**config.mk**
```make
export PLATFORM = sky130hd
export DESIGN_NAME = pwm_peripheral
export DESIGN_NICKNAME = d
export VERILOG_FILES = /design/src/rtl/pwm_pkg.sv /design/src/rtl/pwm_prescaler.sv /design/src/rtl/pwm_peripheral.sv
export SDC_FILE = /design/constraint.sdc
export NUM_CORES = 1
export LEC_CHECK = 0
export ABC_CLOCK_PERIOD_IN_PS = 1820
export BUFFER_PORTS_ARGS = -buffer_cell sky130_fd_sc_hd__clkbuf_2
export CAP_MARGIN = 15
export CELL_PAD_IN_SITES_DETAIL_PLACEMENT = 0
export CELL_PAD_IN_SITES_GLOBAL_PLACEMENT = 1
export CORE_ASPECT_RATIO = 1.2
export CORE_MARGIN = 4
export CORE_UTILIZATION = 35
export CTS_CLUSTER_DIAMETER = 40
export DETAILED_ROUTE_END_ITERATION = 7
export GPL_TIMING_DRIVEN = 0
export PLACE_DENSITY_LB_ADDON = 0.12
export SYNTH_ARGS = -nofsm -noshare
export SYNTH_HDL_FRONTEND = slang
export SYNTH_SLANG_ARGS = --single-unit
```
**constraint.sdc**
```tcl
create_clock -name clk -period 1.82 [get_ports clk]
set_input_delay 0.364 -clock clk [delete_from_list [all_inputs] [get_ports clk]]
set_output_delay 0.364 -clock clk [all_outputs]
set_load 0.05 [all_outputs]
```
**src/rtl/pwm_pkg.sv**
```systemverilog
// Shared constants, types and channel-drive helpers for the PWM output block.
package pwm_pkg;

    localparam int unsigned PWM_CNT_W = 8;
    localparam int unsigned NUM_CH    = 16;

    typedef logic [PWM_CNT_W-1:0] pwm_cnt_t;
    typedef logic [NUM_CH-1:0]    ch_mask_t;

    localparam pwm_cnt_t DUTY_FULL = 8'hFF;

    // Full-scale duty is solid high; everything else is duty/256 high time.
    function automatic logic pwm_level(input pwm_cnt_t cnt, input pwm_cnt_t duty);
        return (duty == DUTY_FULL) ? 1'b1 : (cnt < duty);
    endfunction

    // Disabled channels are low; enabled static channels are high; PWM channels follow pwm_raw.
    function automatic ch_mask_t channel_drive(input ch_mask_t en_out, input ch_mask_t en_pwm,
                                               input logic pwm_raw);
        return en_out & (~en_pwm | {NUM_CH{pwm_raw}});
    endfunction

endpackage

```
**src/rtl/pwm_prescaler.sv**
```systemverilog
// Free-running clock divider: emits a one-cycle tick every PRESCALE clk cycles.
module pwm_prescaler #(
    parameter int unsigned PRESCALE = 12
) (
    input  logic clk,
    input  logic rst_n,
    output logic tick
);

    localparam int unsigned CntW = (PRESCALE > 1) ? $clog2(PRESCALE) : 1;
    localparam logic [CntW-1:0] Last = CntW'(PRESCALE - 1);

    logic [CntW-1:0] pre_q, pre_d;

    assign tick = (pre_q == Last);

    always_comb begin
        pre_d = tick ? '0 : pre_q + CntW'(1);
    end

    always_ff @(posedge clk) begin
        if (!rst_n) begin
            pre_q <= '0;
        end else begin
            pre_q <= pre_d;
        end
    end

endmodule

```
**src/rtl/pwm_peripheral.sv**
```systemverilog
// 16-channel output stage: each pin is low, high, or the shared PWM waveform,
// with the duty cycle double-buffered onto the period boundary.
module pwm_peripheral
    import pwm_pkg::*;
#(
    parameter int unsigned PRESCALE = 12
) (
    input  logic        clk,
    input  logic        rst_n,
    input  logic [7:0]  en_reg_out_7_0,
    input  logic [7:0]  en_reg_out_15_8,
    input  logic [7:0]  en_reg_pwm_7_0,
    input  logic [7:0]  en_reg_pwm_15_8,
    input  logic [7:0]  pwm_duty_cycle,
    output logic [15:0] pwm_out,
    output logic        period_start
);

    ch_mask_t en_out, en_pwm;
    logic     tick, wrap, pwm_raw;

    pwm_cnt_t cnt_q, cnt_d;
    pwm_cnt_t duty_shadow_q, duty_shadow_d;
    logic     period_start_q, period_start_d;
    logic     first_q;
    ch_mask_t pwm_out_q, pwm_out_d;

    assign en_out = {en_reg_out_15_8, en_reg_out_7_0};
    assign en_pwm = {en_reg_pwm_15_8, en_reg_pwm_7_0};

    pwm_prescaler #(
        .PRESCALE(PRESCALE)
    ) u_prescaler (
        .clk  (clk),
        .rst_n(rst_n),
        .tick (tick)
    );

    assign wrap = tick && (cnt_q == '1);

    always_comb begin
        cnt_d         = cnt_q;
        duty_shadow_d = duty_shadow_q;
        if (tick) begin
            cnt_d = cnt_q + pwm_cnt_t'(1);
        end
        // Duty is only taken on the last step of a period so the waveform never glitches.
        if (wrap) begin
            duty_shadow_d = pwm_duty_cycle;
        end
        // first_q marks the first cycle out of reset, which also opens a period.
        period_start_d = wrap | first_q;
        pwm_raw        = pwm_level(cnt_q, duty_shadow_q);
        pwm_out_d      = channel_drive(en_out, en_pwm, pwm_raw);
    end

    always_ff @(posedge clk) begin
        if (!rst_n) begin
            cnt_q          <= '0;
            duty_shadow_q  <= '0;
            period_start_q <= 1'b0;
            first_q        <= 1'b1;
            pwm_out_q      <= '0;
        end else begin
            cnt_q          <= cnt_d;
            duty_shadow_q  <= duty_shadow_d;
            period_start_q <= period_start_d;
            first_q        <= 1'b0;
            pwm_out_q      <= pwm_out_d;
        end
    end

    assign pwm_out      = pwm_out_q;
    assign period_start = period_start_q;

endmodule
```
==> run summary, run 1 <==
## Worst setup path
* **element type at the critical path end** flip-flop
* **arrival time at the worst endpoint** 1.89 ns
* **capturing instance or port of the critical path** pwm_out[11]$_SDFF_PN0_
* **endpoint of the most critical register-to-register path** pwm_out[11]$_SDFF_PN0_
* **Worst setup SP type** flip-flop
* **largest incremental delay on the critical path** 0.35 ns
* **Crit Reg-Reg Startpoint** duty_shadow_q[7]$_SDFFE_PN0P_
* **setup slack, reg-to-reg** 0.11 ns
* **number of cells on the worst reg-to-reg path** 7
* **critical path peak fanout** 10
* **type of the setup path with the least slack** reg -> reg
* **required time worst endpoint** 1.99 ns
* **CP cell instances** inv_1, ha_1, and4_1, o21ai_1, o32ai_4, buf_6, a21oi_2
* **CP startpoint** duty_shadow_q[7]$_SDFFE_PN0P_
* **Slowest cell on crit path** dfxtp_2

## Finish
* **core occupancy in the finished layout** 47.30%
* **area of all placed cells without fillers** 2062 µm²
* **synthesis-to-finish area growth** 28.45%
* **net count of the finished layout** 283
* **final instance count without filler cells** 287
* **ant diodes** 0
* **layout cell share with drive strength beyond 1** 36.36%

## Logic synthesis
* **top post-synthesis cells by count** 38 x dfxtp_1, 22 x nand2_1, 21 x nor2_1
* **top area cells in the synthesized netlist** dfxtp_1 47%, ha_1 7.0%, mux2i_1 5.6%
* **synthesized area per cell** 9.670 µm²
* **area share of the largest cell type after synthesis** 47.39%
* **leading area contributor after synthesis** dfxtp_1
* **dominant cell by count in the synthesized netlist** dfxtp_1
* **Net Count, Synth** 217
* **total standard cell area after synthesis** 1605 µm²
* **sequential share of the synthesized area** 47.39%
* **count of flip-flops with a built-in enable after synthesis** 0
* **total number of yosys warnings** 0
* **synthesized netlist cell count** 166
* **number of distinct library cells after synthesis** 31
* **Post-synth ARST share** 0%
* **number of synthesized register bits** 38
* **leading register cell type out of synthesis** dfxtp_1

## Die
* **area of the core** 4359 µm²
* **chip height** 82.19 µm
* **starting utilization of the core area** 36.83%
* **Die Area** 5739 µm²
* **Core Rows** 26
* **Top-Level Pins** 59
* **width of the die** 69.83 µm

## CTS
* **maximum root-to-sink buffer count** 2
* **Clock Tree Root** clkbuf_8
* **clock tree from TritonCTS** done
* **number of clock sinks** 38
* **depth of the CTS H-tree** 2
* **Clock Latency Late Sink** 0.28 ns
* **Num CTS Buffers** 5
* **Clk pin slew, worst setup/hold paths** 0.07 ns

## Placement
* **DPL Wire Length** 2.664 mm
* **global placement routability congestion** 0.7069
* **port buffer count** 57
* **dpl ws** -0.1207 ns
* **cell count after placement** 279
* **area of placed instances** 1961 µm²

## STA
* **Post-Route Setup TNS** 0 ns
* **Final min period** 1.711 ns
* **final setup margin** 0.1087 ns
* **Achievable Freq** 584.4 MHz
* **final hold violation count** 0
* **Tcrit/Tclk final** 94.03%
* **# setup viols final** 0
* **slew of the pin with the lowest slew margin** 0.4865 ns
* **RSZ-0062 raised after global routing** no
* **final clock skew** 0.004988 ns
* **Final Max Slew Viols** 0
* **worst rel slew slack** 67.57%

## Routing
* **via-per-instance ratio** 4.648
* **DRT met1 WL** 1.397 mm
* **routed length per placed instance** 11.82 µm
* **routed wire length on met3** 232 µm
* **top routing layer in use** met4
* **number of detailed-route iterations in the first pass** 3
* **antenna-violating nets left** 0
* **count of routing violations after the opening detailed-route iteration** 50
* **wirelength, routed** 3.392 mm
* **DRC Markers** 0
* **vias after detailed routing** 1334
* **length of routed met2 wiring** 1.717 mm

## Pwr
* **worst voltage drop across the vdd grid** 0.0004757 V
* **static leakage power** 0.8949 nW
* **total power per unit cell area** 760.8 nW/µm²

## Status
* **run status** completed

## Global routing
* **pin count of the biggest net entering global routing** 11
* **vias in the first global route** 1309
* **total routing resource utilization after global routing** 11.87%
* **initial antenna violation count** 0
* **first-pass GRT wire length** 5.409 mm
* **grt ovf** 0

## Hold path
* **worst min-delay path class** in -> reg

## Flow run
* **total of max-cap violations** 0

==> cell usage in the layout, fill, tap and decap left out, types with 2 or more instances in the layout <==
master	n
ha_1	9
a21oi_2	10
nor2_1	21
clkbuf_8	6
clkbuf_1	5
nand4_1	5
buf_4	3
dfxtp_1	35
xnor2_1	3
nor3_1	3
inv_1	8
nand2_1	22
clkbuf_2	57
dfxtp_2	3
a21oi_1	10
xor2_1	4
and3_1	2
mux2i_1	9
==> worst min-delay path by stage <==
stage | to | depth (start not counted) | from | slack (ns)
after floorplan | period_start$_SDFF_PN0_ | 2 | first_q$_DFF_P_ | 0.42
after global placement | period_start$_SDFF_PN0_ | 2 | first_q$_DFF_P_ | 0.42
after detailed placement | period_start$_SDFF_PN0_ | 2 | first_q$_DFF_P_ | 0.43
after CTS | pwm_out[15]$_SDFF_PN0_ | 2 | en_reg_pwm_15_8[7] | 0.24
after global routing | pwm_out[6]$_SDFF_PN0_ | 2 | en_reg_pwm_7_0[6] | 0.24
final | pwm_out[8]$_SDFF_PN0_ | 2 | en_reg_pwm_15_8[0] | 0.25
==> per-layer routing <==
layer	global-route usage (%)	vias to the layer above
li1	-	689
met1	12.79	606
met2	20.79	35
met3	4.358	4
met4	5.747	0
met5	0	-
==> area by class of cell <==
cell class,instances,area (µm²)
Sequential cell,38,764.5
Timing Repair Buffer,59,300.3
Inverter,8,30.03
Clock buffer,6,82.58
Tap cell,56,70.07
Fill cell,445,2297
Multi-Input combinational cell,113,777.0
Buffer,7,37.54
==> cell families after synthesis <==
logic type | after synthesis | share of synthesized area, %
XOR/XNOR | 7 | 3.819
AO/OA/AOI/OAI | 27 | 14.19
adder cells (fa/ha/maj) | 9 | 7.015
buffers and inverters | 15 | 4.209
flip-flops | 38 | 47.39
AND/OR/NAND/NOR | 61 | 17.77
multiplexers | 9 | 5.612
==> where the power goes <==
part	switching, mW	internal, mW	leakage [nW]
Combinational	0.102	0.0588	0.540
Clock	0.254	0.292	0.0431
Sequential	0.00835	0.854	0.311
==> through the flow <==
stage          hold WS [ns]  total power [mW]
3_5_place_dp         0.4281             1.043
3_3_place_gp         0.4242             1.039
2_1_floorplan        0.4161            0.9747
6_report             0.2453             1.569
4_1_cts              0.2354             1.598
5_1_grt              0.2368             1.641
==> sequential cells by signal, indices dropped and copies added, names as in the netlist <==
name,flops
cnt_q,8
duty_shadow_q,8
pwm_out,16
period_start,1
first_q,1
u_prescaler.pre_q,4
==> worst max-delay path: cells and delay by family, from the launching register on <==
kind / cells / cell delay [ns]
AOI/OAI and AO/OA: 3 / 0.49
DFF: 1 / 0.35
adders and majority gates: 1 / 0.30
buffers and inverters: 2 / 0.27
and+or+nand+nor: 1 / 0.20
==> timing repair <==
item | CTS | global route
pin swaps | 1 | 0
setup buffers | 1 | 1
gates resized for setup | 0 | 3
hold buffers | 0 | 0
endpoints found under the setup margin | 10 | 23
No activity file was read; power rests on OpenSTA's default activity.
==> run 2, diff against run 1 <==
--- a/config.mk
+++ b/config.mk
@@ -11,12 +11,12 @@
 export CELL_PAD_IN_SITES_DETAIL_PLACEMENT = 0
 export CELL_PAD_IN_SITES_GLOBAL_PLACEMENT = 1
 export CORE_ASPECT_RATIO = 1.2
-export CORE_MARGIN = 4
 export CORE_UTILIZATION = 35
 export CTS_CLUSTER_DIAMETER = 40
 export DETAILED_ROUTE_END_ITERATION = 7
-export GPL_TIMING_DRIVEN = 0
+export GPL_TIMING_DRIVEN = 1
 export PLACE_DENSITY_LB_ADDON = 0.12
+export REMOVE_ABC_BUFFERS = 1
 export SYNTH_ARGS = -nofsm -noshare
 export SYNTH_HDL_FRONTEND = slang
 export SYNTH_SLANG_ARGS = --single-unit
==> run 2 against run 1 <==
  * Combinational power hardly changed
  * Sequential power is essentially flat
  * Design area increased by 4.3%
  * Utilization up 2.4 points
  * Die area down 15%
  * Critical path depth did not move
  * Sequential share of layout area fell by 1.7 points
  * Hold slack got worse by 0.010 ns
  * Maximum frequency grew 0.10%
  * Final cell count rose by 0.35%
  * First-iteration DRC count shrank 52%
==> run summary, run 2 (same netlist as run 1, synthesis figures left out) <==
## Finish
* **ant diodes** 0, unchanged
* **most used cells in the layout excluding fill and tap cells** 58 x clkbuf_2, 38 x dfxtp_1, 22 x nand2_1
* **Filler cells** 438, -1.6%
* **layout cell share with drive strength beyond 1** 38.79%, +2.4 points
* **final instance count without filler cells** 288, +0.35%
* **footprint of the flip-flops and latches** 760.7 µm², -0.49%
* **commonest non-fill, non-tap cell in the layout** clkbuf_2
* **flip-flop count of the largest register after layout** 16, unchanged
* **net count of the finished layout** 282, -0.35%
* **synthesis-to-finish area growth** 33.98%
* **area occupied by multi-input gates** 794.5 µm², +2.3%

## Die
* **Core Rows** 26, unchanged
* **area of the core** 4327 µm², -0.75%
* **Top-Level Pins** 59, unchanged
* **starting utilization of the core area** 37.10%, +0.28 points
* **chip height** 76.19 µm, -7.3%
* **width of the die** 63.83 µm, -8.6%
* **Die Area** 4863 µm², -15%

## STA
* **final hold violation count** 0, unchanged
* **Final Max Slew Viols** 0, unchanged
* **Tcrit/Tclk final** 93.93%, -0.097 points
* **final clock skew** 0.006753 ns, +0.001765 ns
* **worst rel slew slack** 77.33%, +9.8 points
* **Final min period** 1.710 ns, -0.001766 ns
* **# setup viols final** 0, unchanged
* **Achievable Freq** 585.0 MHz, +0.10%
* **slew of the pin with the lowest slew margin** 0.3400 ns, -0.1465 ns

## CTS
* **post-CTS setup-driven buffer insertion count** 0, -1
* **Num CTS Buffers** 5, unchanged
* **Clk pin slew, worst setup/hold paths** 0.08 ns, about the same
* **Clock Tree Root** clkbuf_8
* **clock tree from TritonCTS** done
* **depth of the CTS H-tree** 2, unchanged
* **Clock Latency Late Sink** 0.29 ns, about the same
* **maximum root-to-sink buffer count** 2, unchanged
* **number of clock sinks** 38, unchanged
* **Post-CTS Hold Buffers** 0, unchanged

## Global routing
* **first-pass GRT wire length** 5.954 mm, +10%
* **grt ovf** 0, unchanged
* **initial antenna violation count** 0, unchanged
* **total routing resource utilization after global routing** 15.82%, +3.9 points
* **pin count of the biggest net entering global routing** 22, +11
* **vias in the first global route** 1321, +0.92%

## Pwr
* **sequential group share of total power** 45.1%, -9.9 points
* **power share of the combinational group** 8.6%, -1.7 points
* **post-layout power** 1.911 mW, +22%
* **fraction of power spent switching nets** 21.58%, -1.7 points
* **clock group share of total power** 46.3%, +12 points
* **total power per unit cell area** 888.7 nW/µm², +17%
* **worst voltage drop across the vdd grid** 0.0004544 V, -4.5%
* **Psw** 0.4124 mW, +13%
* **Int Pwr** 1.499 mW, +24%
* **static leakage power** 0.9567 nW, +6.9%

## Routing
* **wirelength, routed** 3.577 mm, +5.5%
* **vias after detailed routing** 1362, +2.1%
* **antenna-violating nets left** 0, unchanged
* **routed length per placed instance** 12.42 µm, +5.1%
* **number of detailed-route iterations in the first pass** 4, +1
* **count of routing violations after the opening detailed-route iteration** 24, -52%
* **DRC Markers** 0, unchanged
* **via-per-instance ratio** 4.729, +1.7%

## Status
* **run status** completed

## Worst setup path
* **critical path peak fanout** 16, +6
* **type of the setup path with the least slack** reg -> reg
* **element type at the critical path end** flip-flop
* **required time worst endpoint** 2.00 ns, about the same
* **arrival time at the worst endpoint** 1.89 ns, about the same
* **Worst setup SP type** flip-flop

## Hold path
* **worst min-delay path class** in -> reg

## Placement
* **cell count after placement** 279, unchanged
* **global placement routability congestion** 0.7222, +2.2%
* **port buffer count** 58, +1.8%
* **DPL Wire Length** 2.754 mm, +3.4%

## Flow run
* **total of max-cap violations** 0, unchanged

==> run 2: cell types whose count changed in the layout (fill, tap and decap cells not counted), moves of 2 or more <==
cell / before / now
bufinv_16: 0 / 2
buf_4: 3 / 5
dfxtp_2: 3 / 0
dfxtp_1: 35 / 38
clkbuf_1: 5 / 0
==> run 2: metrics by stage <==
stage | instance area, µm² | hold slack, ns | util [%] | setup WS (ns) | setup TNS [ns]
after global placement | 1986 | 0.4252 | 45.89 | 0.1938 | 0
after detailed placement | 1986 | 0.4550 | 45.89 | 0.1183 | 0
final | 2151 | 0.2349 | 49.71 | 0.1105 | 0
after global routing | 2151 | 0.2171 | 49.71 | -0.0001197 | -0.0001197
after CTS | 2128 | 0.2245 | 49.19 | 0.1113 | 0
after floorplan | 1568 | 0.4161 | - | -0.2648 | -2.293
==> run 2: final timing paths <==
check,endpoint,start,slack (ns),cells past startpoint
hold reg to reg,period_start$_SDFF_PN0_,first_q$_DFF_P_,0.46,2
setup / recovery,pwm_out[1]$_SDFF_PN0_,duty_shadow_q[7]$_SDFFE_PN0P_,0.11,7
hold / removal,pwm_out[12]$_SDFF_PN0_,en_reg_pwm_15_8[4],0.23,2
setup reg to reg,pwm_out[1]$_SDFF_PN0_,duty_shadow_q[7]$_SDFFE_PN0P_,0.11,7
==> run 2: worst max-delay path: stages (launching register included) <==
cell     delay [ns]
dfxtp_1        0.35
inv_1          0.05
ha_1           0.31
and4_1         0.19
o21ai_1        0.10
o32ai_4        0.31
buf_12         0.20
a21oi_1        0.08
==> run 2: timing repair <==
action	4_1_cts	5_1_grt
setup endpoints to repair	0	3
resized for setup	0	5
endpoints found under the hold margin	0	0
==> run 2: layout make-up <==
class | count | share of cell area [%]
flip-flops and latches | 38 | 35.37
repair buffers | 65 | 16.40
inverters | 8 | 1.396
clock inverters | 2 | 2.792
well taps | 56 | 3.258
multi-input cells | 113 | 36.94
clock buffers | 6 | 3.839
==> run 2: power groups by stage <==
stage          Clock [mW]  Combinational, mW  Sequential [mW]
5_1_grt             0.944              0.178            0.865
4_1_cts             0.913              0.166            0.862
6_report            0.886              0.164            0.862
3_5_place_dp            0              0.165            0.881
2_1_floorplan           0             0.0336            0.935
3_3_place_gp            0              0.162            0.880
==> run 2: routing by layer <==
metal | vias to the layer above | GRT usage (%) | routed length (µm) | share of wire [%]
met3 | 6 | 5.389 | 219 | 6.1
met5 | - | 0 | 0 | 0
met2 | 40 | 28.62 | 1879 | 53
met1 | 625 | 16.64 | 1427 | 40
met4 | 0 | 5.455 | 51 | 1.4
li1 | 691 | - | - | -
==> run 3, diff against run 2 <==
--- a/config.mk
+++ b/config.mk
@@ -11,12 +11,14 @@
 export CELL_PAD_IN_SITES_DETAIL_PLACEMENT = 0
 export CELL_PAD_IN_SITES_GLOBAL_PLACEMENT = 1
 export CORE_ASPECT_RATIO = 1.2
+export CORE_MARGIN = 2
 export CORE_UTILIZATION = 35
 export CTS_CLUSTER_DIAMETER = 40
 export DETAILED_ROUTE_END_ITERATION = 7
 export GPL_TIMING_DRIVEN = 1
 export PLACE_DENSITY_LB_ADDON = 0.12
 export REMOVE_ABC_BUFFERS = 1
+export SETUP_SLACK_MARGIN = 0.3
 export SYNTH_ARGS = -nofsm -noshare
 export SYNTH_HDL_FRONTEND = slang
 export SYNTH_SLANG_ARGS = --single-unit
==> run 3 against run 2 <==
  * Critical path depth is 1 higher
  * Wire length grew 5.7%
  * Count of clock-buffer cells in the layout stayed put
  * Clock power about the same
  * Utilization increased by 4.3 points
  * Combinational power grew 4%
  * Flip-flop and latch count is the same
  * First-iteration DRC count increased by 17%
  * Die area up 5.8%
  * Critical path type unchanged
  * Critical endpoint is now pwm_out[6]$_SDFF_PN0_
  * Largest cell class unchanged
==> run summary, run 3 (same netlist as run 1, synthesis figures left out) <==
## Finish
* **synthesis-to-finish area growth** 51.13%
* **area of all placed cells without fillers** 2426 µm², +13%
* **most used cells in the layout excluding fill and tap cells** 58 x clkbuf_2, 23 x dfxtp_1, 22 x nand2_1
* **final instance count without filler cells** 301, +4.5%
* **core occupancy in the finished layout** 54.00%, +4.3 points
* **ant diodes** 0, unchanged
* **footprint of the flip-flops and latches** 787.0 µm², +3.5%
* **Filler cells** 405, -7.5%
* **layout cell share with drive strength beyond 1** 55.97%, +17 points
* **net count of the finished layout** 293, +3.9%
* **commonest non-fill, non-tap cell in the layout** clkbuf_2
* **area occupied by multi-input gates** 924.6 µm², +16%
* **flip-flop count of the largest register after layout** 16, unchanged

## Pwr
* **static leakage power** 1.034 nW, +8.1%
* **post-layout power** 1.917 mW, +0.31%
* **worst voltage drop across the vdd grid** 0.0006275 V, +38%
* **total power per unit cell area** 790.3 nW/µm², -11%

## Worst setup path
* **setup slack, reg-to-reg** 0.17 ns, +0.06 ns
* **number of cells on the worst reg-to-reg path** 8, +1
* **type of the setup path with the least slack** reg -> reg
* **Worst setup SP type** flip-flop
* **critical path peak fanout** 8, -8
* **arrival time at the worst endpoint** 1.83 ns, -0.06 ns
* **element type at the critical path end** flip-flop
* **required time worst endpoint** 2.00 ns, about the same

## Placement
* **dpl ws** 0.1157 ns, -0.002562 ns
* **cell count after placement** 280, +0.36%
* **port buffer count** 58, unchanged
* **DPL Wire Length** 2.662 mm, -3.3%
* **area of placed instances** 1981 µm², -0.25%
* **global placement routability congestion** 0.7353, +1.8%

## Global routing
* **total routing resource utilization after global routing** 15.81%, about the same
* **pin count of the biggest net entering global routing** 22, unchanged
* **vias in the first global route** 1436, +8.7%
* **grt ovf** 0, unchanged
* **first-pass GRT wire length** 6.168 mm, +3.6%
* **initial antenna violation count** 0, unchanged

## STA
* **Achievable Freq** 606.2 MHz, +3.6%
* **slew of the pin with the lowest slew margin** 0.6220 ns, +0.2819 ns
* **worst rel slew slack** 58.49%, -19 points
* **Post-Route Setup TNS** 0 ns, unchanged
* **final hold violation count** 0, unchanged
* **RSZ-0062 raised after global routing** yes
* **# setup viols final** 0, unchanged
* **Final Max Slew Viols** 0, unchanged
* **Tcrit/Tclk final** 90.64%, -3.3 points
* **Final min period** 1.650 ns, -0.05995 ns
* **final clock skew** 0.01031 ns, +0.003560 ns
* **final setup margin** 0.1704 ns, +0.05995 ns
* **WHS** 0.2323 ns, -0.002579 ns

## Routing
* **number of detailed-route iterations in the first pass** 4, unchanged
* **antenna-violating nets left** 0, unchanged
* **wirelength, routed** 3.782 mm, +5.7%
* **routed length per placed instance** 12.56 µm, +1.2%
* **count of routing violations after the opening detailed-route iteration** 28, +17%
* **DRC Markers** 0, unchanged
* **vias after detailed routing** 1407, +3.3%
* **via-per-instance ratio** 4.674, -1.2%

## CTS
* **Num CTS Buffers** 5, unchanged
* **maximum root-to-sink buffer count** 2, unchanged
* **Clk pin slew, worst setup/hold paths** 0.08 ns, about the same
* **number of clock sinks** 38, unchanged
* **Clock Latency Late Sink** 0.29 ns, about the same
* **clock tree from TritonCTS** done
* **Post-CTS Hold Buffers** 0, unchanged
* **depth of the CTS H-tree** 2, unchanged
* **Clock Tree Root** clkbuf_8

## Flow run
* **total of max-cap violations** 0, unchanged

## Die
* **Die Area** 5147 µm², +5.8%
* **width of the die** 65.83 µm, +3.1%
* **starting utilization of the core area** 35.73%, -1.4 points
* **Core Rows** 27, +3.8%
* **Top-Level Pins** 59, unchanged
* **area of the core** 4493 µm², +3.8%
* **chip height** 78.19 µm, +2.6%

## Hold path
* **worst min-delay path class** in -> reg
* **hold path cells** 2, unchanged

## Status
* **run status** completed

## run 3: layout make-up
cell class | count | area share, %
clock buffers | 6 | 3.404
clock inverters | 2 | 2.475
inverters | 8 | 1.238
multi-input cells | 113 | 38.11
flip-flops and latches | 38 | 32.44
well taps | 58 | 2.991
repair buffers | 76 | 19.34
## run 3: power by group
part	internal, mW	total [mW]	switching (mW)
registers	0.850	0.861	0.0103
logic	0.0640	0.170	0.106
clock network	0.585	0.887	0.302
## run 3: worst max-delay path, stage by stage (launching register included)
cell and delay [ns]:
dfxtp_2 0.34, inv_2 0.04, ha_4 0.26, and4_1 0.22, o21ai_2 0.08, o32ai_4 0.26, buf_4 0.17, buf_16 0.13
a21oi_2 0.05
## run 3: final timing paths
| kind | start | endpoint |
|---|---|---|
| hold / removal | en_reg_pwm_7_0[1] | pwm_out[1]$_SDFF_PN0_ |
| hold reg to reg | first_q$_DFF_P_ | period_start$_SDFF_PN0_ |
| setup reg to reg | duty_shadow_q[7]$_SDFFE_PN0P_ | pwm_out[6]$_SDFF_PN0_ |
| setup / recovery | duty_shadow_q[7]$_SDFFE_PN0P_ | pwm_out[6]$_SDFF_PN0_ |
## run 3: timing repair
action | 4_1_cts | 5_1_grt
buffers inserted | 7 | 4
gates resized for setup | 30 | 21
pin swaps | 17 | 4
cloned | 2 | 0
hold endpoints to repair | 0 | 0
setup endpoints to repair | 24 | 26
## run 3: layer usage
layer / track usage [%] / wire length, µm / vias to the layer above
li1: - / - / 712
met1: 15.96 / 1461 / 632
met2: 27.17 / 1887 / 52
met3: 6.590 / 315 / 11
met4: 8.333 / 117 / 0
met5: 0 / 0 / -
